===== src/rtl/cam_pkg.sv =====
// Shared definitions for the camera frame-capture sequencer.
// State encoding, default frame geometry and address width derivation.
package cam_pkg;

    typedef enum logic [2:0] {
        IDLE,
        ARM,
        SYNC,
        CAPTURE,
        DONE
    } cap_state_t;

    localparam int unsigned CAM_H_ACTIVE = 320;
    localparam int unsigned CAM_V_ACTIVE = 240;

    // Smallest address width covering one full frame of pixels.
    function automatic int unsigned cam_addr_w(
        input int unsigned h,
        input int unsigned v
    );
        return $clog2(h * v);
    endfunction

    localparam int unsigned CAM_ADDR_W =
        cam_addr_w(CAM_H_ACTIVE, CAM_V_ACTIVE);

endpackage


===== src/rtl/sync_edge_detect.sv =====
// One-cycle delay of a level signal plus rise/fall pulses.
// Ports: clk, reset (async high), d in; rise, fall pulses out.
module sync_edge_detect (
    input  logic clk,
    input  logic reset,
    input  logic d,
    output logic rise,
    output logic fall
);

    logic d_q;

    always_ff @(posedge clk or posedge reset) begin
        if (reset) begin
            d_q <= 1'b0;
        end else begin
            d_q <= d;
        end
    end

    assign rise = d & ~d_q;
    assign fall = ~d & d_q;

endmodule


===== src/rtl/capture_sequencer.sv =====
// Frame-capture controller: follows vsync/href, drives the external
// address counter (cnt_en, cnt_rst_n) and the frame-buffer strobe we.
// Ports: clk, reset, start, continuous, abort, vsync, href in;
//        cnt_en, cnt_rst_n, we, busy, frame_done, err_line,
//        err_frame out (all registered).
module capture_sequencer
    import cam_pkg::*;
#(
    parameter int unsigned H_ACTIVE = CAM_H_ACTIVE,
    parameter int unsigned V_ACTIVE = CAM_V_ACTIVE,
    parameter int unsigned ADDR_W   = CAM_ADDR_W
) (
    input  logic clk,
    input  logic reset,
    input  logic start,
    input  logic continuous,
    input  logic abort,
    input  logic vsync,
    input  logic href,
    output logic cnt_en,
    output logic cnt_rst_n,
    output logic we,
    output logic busy,
    output logic frame_done,
    output logic err_line,
    output logic err_frame
);

    if (ADDR_W < cam_addr_w(H_ACTIVE, V_ACTIVE)) begin : g_addr_chk
        $error("ADDR_W too small for one frame");
    end

    // Counters hold one value past the active size so that
    // overlong lines/frames stay distinguishable from exact ones.
    localparam int PIX_W  = $clog2(H_ACTIVE + 2);
    localparam int LINE_W = $clog2(V_ACTIVE + 2);

    localparam logic [PIX_W-1:0]  PIX_H    = PIX_W'(H_ACTIVE);
    localparam logic [PIX_W-1:0]  PIX_MAX  = PIX_W'(H_ACTIVE + 1);
    localparam logic [LINE_W-1:0] LINE_V   = LINE_W'(V_ACTIVE);
    localparam logic [LINE_W-1:0] LINE_MAX = LINE_W'(V_ACTIVE + 1);

    logic vs_rise;
    logic vs_fall;
    logic hr_fall;
    logic hr_rise_unused;

    sync_edge_detect u_vsync_edge (
        .clk  (clk),
        .reset(reset),
        .d    (vsync),
        .rise (vs_rise),
        .fall (vs_fall)
    );

    sync_edge_detect u_href_edge (
        .clk  (clk),
        .reset(reset),
        .d    (href),
        .rise (hr_rise_unused),
        .fall (hr_fall)
    );

    cap_state_t        state, state_d;
    logic [PIX_W-1:0]  pix_cnt, pix_d;
    logic [LINE_W-1:0] line_cnt, line_d;
    logic              byte_ph, ph_d;
    logic              wr_d;
    logic              rst_n_d;
    logic              done_d;
    logic              el_d;
    logic              ef_d;

    always_ff @(posedge clk or posedge reset) begin
        if (reset) begin
            state      <= IDLE;
            pix_cnt    <= '0;
            line_cnt   <= '0;
            byte_ph    <= 1'b0;
            cnt_en     <= 1'b0;
            we         <= 1'b0;
            cnt_rst_n  <= 1'b1;
            busy       <= 1'b0;
            frame_done <= 1'b0;
            err_line   <= 1'b0;
            err_frame  <= 1'b0;
        end else begin
            state      <= state_d;
            pix_cnt    <= pix_d;
            line_cnt   <= line_d;
            byte_ph    <= ph_d;
            cnt_en     <= wr_d;
            we         <= wr_d;
            cnt_rst_n  <= rst_n_d;
            busy       <= (state_d != IDLE);
            frame_done <= done_d;
            err_line   <= el_d;
            err_frame  <= ef_d;
        end
    end

    always_comb begin
        state_d = state;
        pix_d   = pix_cnt;
        line_d  = line_cnt;
        ph_d    = byte_ph;
        wr_d    = 1'b0;
        rst_n_d = 1'b1;
        done_d  = 1'b0;
        el_d    = err_line;
        ef_d    = err_frame;

        unique case (state)
            IDLE: begin
                if (start) begin
                    state_d = ARM;
                    el_d    = 1'b0;
                    ef_d    = 1'b0;
                end
            end
            ARM: begin
                if (vsync) begin
                    state_d = SYNC;
                end
            end
            SYNC: begin
                if (vs_fall) begin
                    state_d = CAPTURE;
                    rst_n_d = 1'b0;
                    pix_d   = '0;
                    line_d  = '0;
                    ph_d    = 1'b0;
                end
            end
            CAPTURE: begin
                if (href) begin
                    ph_d = ~byte_ph;
                    if (byte_ph) begin
                        wr_d = (pix_cnt < PIX_H) &&
                               (line_cnt < LINE_V);
                        if (pix_cnt != PIX_MAX) begin
                            pix_d = pix_cnt + 1'b1;
                        end
                    end
                end
                if (hr_fall) begin
                    if ((pix_cnt != PIX_H) || byte_ph) begin
                        el_d = 1'b1;
                    end
                    if (line_cnt != LINE_MAX) begin
                        line_d = line_cnt + 1'b1;
                    end
                    pix_d = '0;
                    ph_d  = 1'b0;
                end
                // line_d already includes a same-cycle href fall.
                if (vs_rise) begin
                    state_d = DONE;
                    done_d  = 1'b1;
                    wr_d    = 1'b0;
                    if (line_d != LINE_V) begin
                        ef_d = 1'b1;
                    end
                end
            end
            DONE: begin
                state_d = continuous ? SYNC : IDLE;
            end
            default: begin
                state_d = IDLE;
            end
        endcase

        if (abort) begin
            state_d = IDLE;
            wr_d    = 1'b0;
            done_d  = 1'b0;
            rst_n_d = 1'b1;
            el_d    = err_line;
            ef_d    = err_frame;
        end
    end

endmodule


===== config.mk =====
export PLATFORM = sky130hd
export DESIGN_NAME = capture_sequencer
export DESIGN_NICKNAME = d
export VERILOG_FILES = /design/src/rtl/cam_pkg.sv /design/src/rtl/sync_edge_detect.sv /design/src/rtl/capture_sequencer.sv
export SDC_FILE = /design/constraint.sdc
export NUM_CORES = 1
export LEC_CHECK = 0
export CORE_MARGIN = 4
export CORE_UTILIZATION = 40
export DETAILED_ROUTE_END_ITERATION = 10
export PLACE_DENSITY = 0.59
export SLEW_MARGIN = 20
export SYNTH_ARGS = -nofsm -noshare
export SYNTH_HDL_FRONTEND = slang
export SYNTH_SLANG_ARGS = --single-unit

===== constraint.sdc =====
create_clock -name clk -period 2.25 [get_ports clk]
set_input_delay 0.5625 -clock clk [delete_from_list [all_inputs] [get_ports clk]]
set_output_delay 0.5625 -clock clk [all_outputs]
set_load 0.05 [all_outputs]

Word level (Yosys, flattened, before mapping):

Index checks and enable logic that the tools add are counted.
W data, S select, Z words.

* flip-flop bits (word level): 29
* input bits: 7
* output and inout port bits: 7
* logic and storage cells: 92

* add/sub/neg operators: 2
* order comparisons: 2
* equal/unequal tests: 17
* multiplexer cells: 40
* bitwise logic cells: 8
* reduce and logical (&&, ||, !) cells: 11

Operator list (number)
* $mux W9: 5
* $mux W8: 4
* $mux W1: 19
* $ne A9 B9 Y1 const B: 2
* $pmux W9 S2: 1
* $ne A8 B8 Y1 const B: 2
* $pmux W8 S2: 1
* $mux W3: 5
* $pmux W3 S5: 1
* $reduce_and A5 Y1: 3
* $add A9 B1 Y9 const B: 1
* $lt A9 B9 Y1 const B: 1
* $ne A3 B3 Y1 const B: 3
* $add A8 B1 Y8 const B: 1
* $lt A8 B8 Y1 const B: 1
* $ne A2 B2 Y1 const B: 4
* $eq A3 B2 Y1 const B: 2
* $pmux W1 S2: 3
* $not A1 Y1: 5
* $ne A2 B1 Y1 const B: 2
* $reduce_bool A2 Y1: 2
* $and A1 B1 Y1: 3
* $eq A3 B1 Y1 const B: 1
* $eq A3 B3 Y1 const B: 1
* 7 further kinds: 7

Logic depth before layout (Yosys ltp):

Gate-level depths: netlist of run 1.

* depth after elaboration: 8
* mapped depth: 7
* mapped depth without buffers: 7

Cells and area by module:

A second synthesis of run 1 with hierarchy kept.

* cells, all modules: 195
* area total of the unflattened synthesis: 1771.7 µm²

Modules (own cells, without submodules)
* capture_sequencer: times used 1, cells each 187, area each 1684.1 µm², seq. area each 676.9 µm²
* sync_edge_detect: times used 2, cells each 4, area each 43.8 µm², seq. area each 25.0 µm²

Worst setup path after synthesis of run 1:

Ideal clock, no wire load.

* path kind: input port to flip-flop
* from: input port href
* to: register err_frame
* setup time: 0.130 ns
* arrival time: 1.730 ns
* required time: 2.120 ns
* path slack: 0.390 ns
* cell stages on the path: 6
* buffers on the path: 1
* cell sequence: buf_2 nand3b_4 a2111oi_0 o21bai_1 a2111oi_2 a21oi_1

* word-level cells in the longest chain between the ends: 7

Ends and longest elaborated chain
* from (decl): line capture_sequencer.sv:19 `input logic href,`
* $not A1 Y1: line sync_edge_detect.sv:22 `assign fall = ~d & d_q;`
* $and A1 B1 Y1: line sync_edge_detect.sv:22
* $mux W8: line capture_sequencer.sv:146 `if (hr_fall) begin`
* $mux W8: line capture_sequencer.sv:113 `unique case (state)`
* $ne A8 B8 Y1: line capture_sequencer.sv:161 `if (line_d != LINE_V) begin`
* $ne A2 B2 Y1 (no line)
* $reduce_and A5 Y1 (no line)
* to (signal assigned): line capture_sequencer.sv:86 `err_frame <= 1'b0;`
* to (signal assigned): line capture_sequencer.sv:98 `err_frame <= ef_d;`
* to (decl): line capture_sequencer.sv:26 `output logic err_frame`

Every way passes these cells. The select of a mux whose other input is x is not followed.
A chain may end at the register's enable or synchronous reset.

Worst setup path in the final report of run 1:

* from: register cnt_rst_n
* to: output port cnt_rst_n

RTL lines
* from (decl): line capture_sequencer.sv:21 `output logic cnt_rst_n,`
* from (signal assigned): line capture_sequencer.sv:94 `cnt_rst_n <= rst_n_d;`

No word-level cell between the ends.

==> results of run 1 <==
## worst min path at each step
stage	cells past startpoint	slack, ns	endpoint	startpoint
floorplan	1	0.48	pix_cnt[4]	pix_cnt[4]
global placement	1	0.50	err_line	err_line
detailed placement	1	0.49	err_line	err_line
CTS	1	0.51	err_line	err_line
global route	1	0.53	err_line	err_line
finish	1	0.50	err_line	err_line
## through the flow
stage / worst slack [ns] / power, W / std cells / instance area, sq um / setup TNS, ns
floorplan: 0.390 / 0.000753 / 198 / 1770 / 0
global placement: -0.0288 / 0.000827 / 262 / 2000 / -0.0288
detailed placement: -0.0347 / 0.000835 / 262 / 2000 / -0.0347
CTS: 0.0860 / 0.00140 / 270 / 2120 / 0
global route: 0.0445 / 0.00145 / 270 / 2120 / 0
finish: 0.112 / 0.00138 / 270 / 2120 / 0
## registers in the layout, summed over array words and instances, names as in the netlist
| register | cells |
|---|---|
| err_line | 1 |
| pix_cnt | 9 |
| u_href_edge.d_q | 1 |
| busy | 1 |
| state | 3 |
| frame_done | 1 |
| err_frame | 1 |
| we | 1 |
| u_vsync_edge.d_q | 1 |
| byte_ph | 1 |
| line_cnt | 8 |
| cnt_rst_n | 1 |
## kinds of logic (layout without fill, tap and decap cells)
family | count (synthesis) | count (layout) | share of synthesized area
adder cells (fa/ha/maj) | 5 | 5 | 0.0353
flip-flops | 29 | 29 | 0.411
buffers and inverters | 18 | 40 | 0.0452
AND/OR/NAND/NOR | 83 | 83 | 0.271
AO/OA/AOI/OAI | 61 | 61 | 0.228
XOR/XNOR | 1 | 1 | 0.00495
multiplexers | 1 | 1 | 0.00565
## synthesized netlist by cell type, drive strengths merged
| cell | number | area (sq um) |
|---|---|---|
| mux2i | 1 | 10.0 |
| a22o | 1 | 8.76 |
| o31ai | 5 | 37.5 |
| buf | 6 | 35.0 |
| and4b | 1 | 10.0 |
| dfstp | 1 | 26.3 |
| a2111oi | 2 | 23.8 |
| or3b | 1 | 11.3 |
| nand4b | 1 | 8.76 |
| ha | 5 | 62.6 |
| a221oi | 1 | 8.76 |
| nand3b | 2 | 27.5 |
| a31oi | 3 | 18.8 |
| nor2 | 12 | 45.0 |
| nor4b | 2 | 23.8 |
| a21o | 1 | 7.51 |
| a41oi | 2 | 25.0 |
| nand3 | 8 | 40.0 |
| o21bai | 1 | 7.51 |
| clkbuf | 5 | 18.8 |
| and2b | 1 | 7.51 |
| and3 | 3 | 18.8 |
| nor2b | 3 | 18.8 |
| o22a | 1 | 8.76 |
| o21a | 2 | 15.0 |
| or3 | 3 | 18.8 |
| o41ai | 1 | 8.76 |
| nor3b | 2 | 15.0 |
| nand4 | 4 | 40.0 |
| o211ai | 1 | 7.51 |
| and2 | 2 | 12.5 |
| nand2 | 22 | 82.6 |
| a21oi | 9 | 45.0 |
| a221o | 1 | 10.0 |
| nor4 | 4 | 25.0 |
| nor3 | 7 | 35.0 |
| nand2b | 2 | 12.5 |
| and3b | 3 | 26.3 |
| o21ai | 28 | 151 |
| o311ai | 1 | 8.76 |
| inv | 7 | 26.3 |
| a32o | 1 | 10.0 |
| dfrtp | 28 | 701 |
| xnor2 | 1 | 8.76 |
## metal layers
metal,GRT usage,vias to the layer above
met4,0.0810,0
li1,-,774
met5,0,-
met1,0.205,767
met2,0.278,53
met3,0.0541,16
## where the power goes
group / switching, W / total, W / internal [W]
combinational: 0.000131 / 0.000227 / 0.0000965
clock: 0.000190 / 0.000550 / 0.000360
sequential: 0.0000471 / 0.000600 / 0.000553
## cell type report
type	instances	area, sq um	share of cell area
Multi-Input combinational cell	151	963	0.455
Sequential cell	29	727	0.344
Timing Repair Buffer	25	220	0.104
Clock buffer	7	86.3	0.0408
Tap cell	50	62.6	0.0296
Clock inverter	1	30.0	0.0142
Inverter	7	26.3	0.0124
==> out/metrics.cfg, run 1 <==
[outcome]
outcome=complete, no violations

[place]
place.gp.congestion=0.905
port_buffers=13
hpwlAfterDp_um=3110

[sta]
fin_skew_ns=0.00816
rsz0062_at_grt=no
setup_violations=0
finalCriticalPeriod_ns=2.14
fmax_ghz=0.468
worst_pin_slew_ns=0.505
period_share=0.950
drv_slew=0
slew_headroom=0.662
hold_viol_final=0
holdWs_ns=0.503

[power_and_ir_drop]
irDropWorstVdd_mv=0.332
power_density_nw_per_um2=651
leakage_nw=0.884

[worst_setup_path]
r2r_setup_slack_ns=0.21
critPathLaunch=cnt_rst_n
crit_cells=1
reg2reg_from=line_cnt[0]
crit_type=reg2out
crit_slowest_cell=clkdlybuf4s50_1
max_stage_delay_ns=0.79
endpoint=cnt_rst_n
path_delay_family=buffers and inverters
startpoint_type=flip-flop
r2r_cells=6
reg2reg_to=err_frame
endpoint_kind=primary output
critPathBufInv=1
path_cells=clkdlybuf4s50_1
path_max_fanout=1
cp.required_ns=1.69
cp.arrival_ns=1.58

[layout]
layout_commonest_cell=dfrtp_1
antenna_cells=0
drive_above_1_share=0.123
utilization=0.511
synthToLayoutAreaGrowth_pct=19.5
final.fill_count=399
layout.nets=231
final_cell_mix=28 x dfrtp_1, 22 x nand2_1, 19 x o21ai_0

[worst_hold_path]
hold_class=reg2reg

[synthesis]
synth_cells=198
netlist_area_sq_um=1770
synth_nets=210
synth-seq-cells=29
synth_warnings=0
avgSynthCellArea_sq_um=8.94
yosysUniqueCellTypes=52
yosysSeqAreaShare=0.411

[clock_tree]
cts_tree=built
cts_setup_buffers=0
post_cts_resized=0
cts_buffers=5
cts-hold-fix-buffers=0
clk_latency_ns=0.28
h-tree-depth=2
clock-root-buffer=clkbuf_8
path_clk_slew_ns=0.07
clockBufferDepth=2
cts_sinks=29

[detailed_routing]
wl_met1_um=1890
highest_layer=met4
vias_per_cell=5.96
routed_wl_um=4260
wl_met2_um=2040
postRouteAntennaNets=0
drc_errors=0
post_drt_wl_per_cell_um=15.8
drt_iter0_drc=140
first_pass_iters=4
num_vias=1610
wl_met3_um=229

[global_routing]
grt_pass1_wl_um=7180
grt_pass1_vias=1580
grt-ovfl-total=0
antenna_found_initial=0
grt_max_degree=19
grt_usage=0.171

[floorplanning]
die_width_um=74.5
dieHeight_um=74.5
die_area_sq_um=5550
io_pins=14
fp-row-count=23
start_util=0.427
core_sq_um=4140

[job]
drv_cap=0

Power figures use the tool's default switching activity.
==> run 2, diff against run 1 <==
--- a/config.mk
+++ b/config.mk
@@ -8,6 +8,7 @@
 export CORE_MARGIN = 4
 export CORE_UTILIZATION = 40
 export DETAILED_ROUTE_END_ITERATION = 10
+export MAX_ROUTING_LAYER = met4
 export PLACE_DENSITY = 0.59
 export SLEW_MARGIN = 20
 export SYNTH_ARGS = -nofsm -noshare
==> out/metrics.cfg, run 2 (synthesized netlist as in run 1, its figures left out) <==
[detailed_routing]
wl_met3_um=204
postRouteAntennaNets=0
first_pass_iters=4
num_vias=1553
wl_met2_um=2000
drc_errors=0
routed_wl_um=4210
drt_iter0_drc=136
highest_layer=met4
post_drt_wl_per_cell_um=15.6
vias_per_cell=5.77
wl_met1_um=1930

[worst_setup_path]
reg2reg_from=line_cnt[0]
startpoint_type=flip-flop
r2r_setup_slack_ns=0.22
path_cells=clkdlybuf4s50_1
max_stage_delay_ns=0.79
path_delay_family=buffers and inverters
crit_slowest_cell=clkdlybuf4s50_1
cp.required_ns=1.69
crit_type=reg2out
endpoint_kind=primary output
path_max_fanout=1
r2r_cells=6
critPathBufInv=1
cp.arrival_ns=1.58
reg2reg_to=err_frame

[sta]
fmax_ghz=0.467
hold_viol_final=0
holdWs_ns=0.494
worst_pin_slew_ns=0.506
drv_slew=0
fin_skew_ns=0.00495
period_share=0.951
finalCriticalPeriod_ns=2.14
slew_headroom=0.662
setup_violations=0
rsz0062_at_grt=no
finalWorstSetupSlack_ns=0.110

[floorplanning]
die_width_um=74.5
start_util=0.427
die_area_sq_um=5550
core_sq_um=4140
dieHeight_um=74.5
io_pins=14
fp-row-count=23

[layout]
final_cell_mix=28 x dfrtp_1, 22 x nand2_1, 19 x o21ai_0
utilization=0.505
largest_register=pix_cnt
antenna_cells=0
layout.nets=230
instances_no_fill=269
final.fill_count=407
synthToLayoutAreaGrowth_pct=18.2
drive_above_1_share=0.123
largestRegisters=pix_cnt: 9 flops, line_cnt: 8 flops, state: 3 flops
layout_commonest_cell=dfrtp_1
largest_register_ffs=9

[clock_tree]
clock-root-buffer=clkbuf_8
clockBufferDepth=2
cts-hold-fix-buffers=0
post_cts_resized=0
h-tree-depth=2
path_clk_slew_ns=0.06
clk_latency_ns=0.28
cts_tree=built
cts_setup_buffers=0
cts_sinks=29
cts_buffers=5

[global_routing]
grt_usage=0.175
grt_pass1_vias=1544
grt_pass1_wl_um=7200
grt_max_degree=30
grt-ovfl-total=0
antenna_found_initial=0

[power_and_ir_drop]
seq_power_share=0.460
power_density_nw_per_um2=620
irDropWorstVdd_mv=0.221
p_clk_frac=0.368
power_switching_w=0.000374
pwr-share-comb=0.173
leakage_nw=0.875
p_sw_frac=0.288
p_int_w=0.000925

[place]
port_buffers=13
hpwlAfterDp_um=3090
pre_cts_ws_ns=-0.0259
place.gp.congestion=0.879
placed_cells=261

[job]
drv_cap=0

[worst_hold_path]
hold_path.startpoint=err_line
holdPathEnd=err_line
holdPathStages=1
hold_class=reg2reg

[outcome]
outcome=complete, no violations

[run 2: worst max-delay path by stage]
stage	start	end	slack, ns	cells past startpoint
CTS	cnt_rst_n	cnt_rst_n	0.1	1
detailed placement	href	err_frame	-0.03	7
global route	cnt_rst_n	cnt_rst_n	0.08	1
finish	cnt_rst_n	cnt_rst_n	0.11	1
floorplan	href	err_frame	0.39	6
global placement	href	err_frame	-0.01	6
[run 2: stage by stage]
stage | area (sq um) | power (W) | TNS, ns
floorplan | 1770 | 0.000753 | 0
global placement | 1990 | 0.000826 | -0.0144
detailed placement | 1990 | 0.000831 | -0.0259
CTS | 2090 | 0.00131 | 0
global route | 2090 | 0.00137 | 0
finish | 2090 | 0.00130 | 0
[run 2: final cells by class]
class | instances | area, sq um | share of cell area
clock buffers | 7 | 96.3 | 0.0460
clock inverters | 1 | 5.00 | 0.00239
inverters | 7 | 26.3 | 0.0126
multi-input cells | 151 | 963 | 0.460
flip-flops and latches | 29 | 727 | 0.347
well taps | 50 | 62.6 | 0.0299
repair buffers | 24 | 213 | 0.102
[run 2: layer usage]
metal / vias up / track usage
li1: 768 / -
met1: 743 / 0.212
met2: 36 / 0.277
met3: 6 / 0.0432
met4: 0 / 0.0711
met5: - / -
[run 2: power by group through the flow]
stage | clock network (W) | registers (W) | logic (W)
floorplan | 0 | 0.000611 | 0.000142
global placement | 0 | 0.000604 | 0.000222
detailed placement | 0 | 0.000606 | 0.000225
CTS | 0.000489 | 0.000596 | 0.000227
global route | 0.000513 | 0.000603 | 0.000250
finish | 0.000477 | 0.000597 | 0.000225
==> run 3, diff against run 2 <==
--- a/config.mk
+++ b/config.mk
@@ -7,6 +7,7 @@
 export LEC_CHECK = 0
 export CORE_MARGIN = 4
 export CORE_UTILIZATION = 40
+export CTS_CLUSTER_SIZE = 10
 export DETAILED_ROUTE_END_ITERATION = 10
 export MAX_ROUTING_LAYER = met4
 export PLACE_DENSITY = 0.59
==> results of run 3 <==
The final DEF is identical to that of run 2; final timing and power are the same.
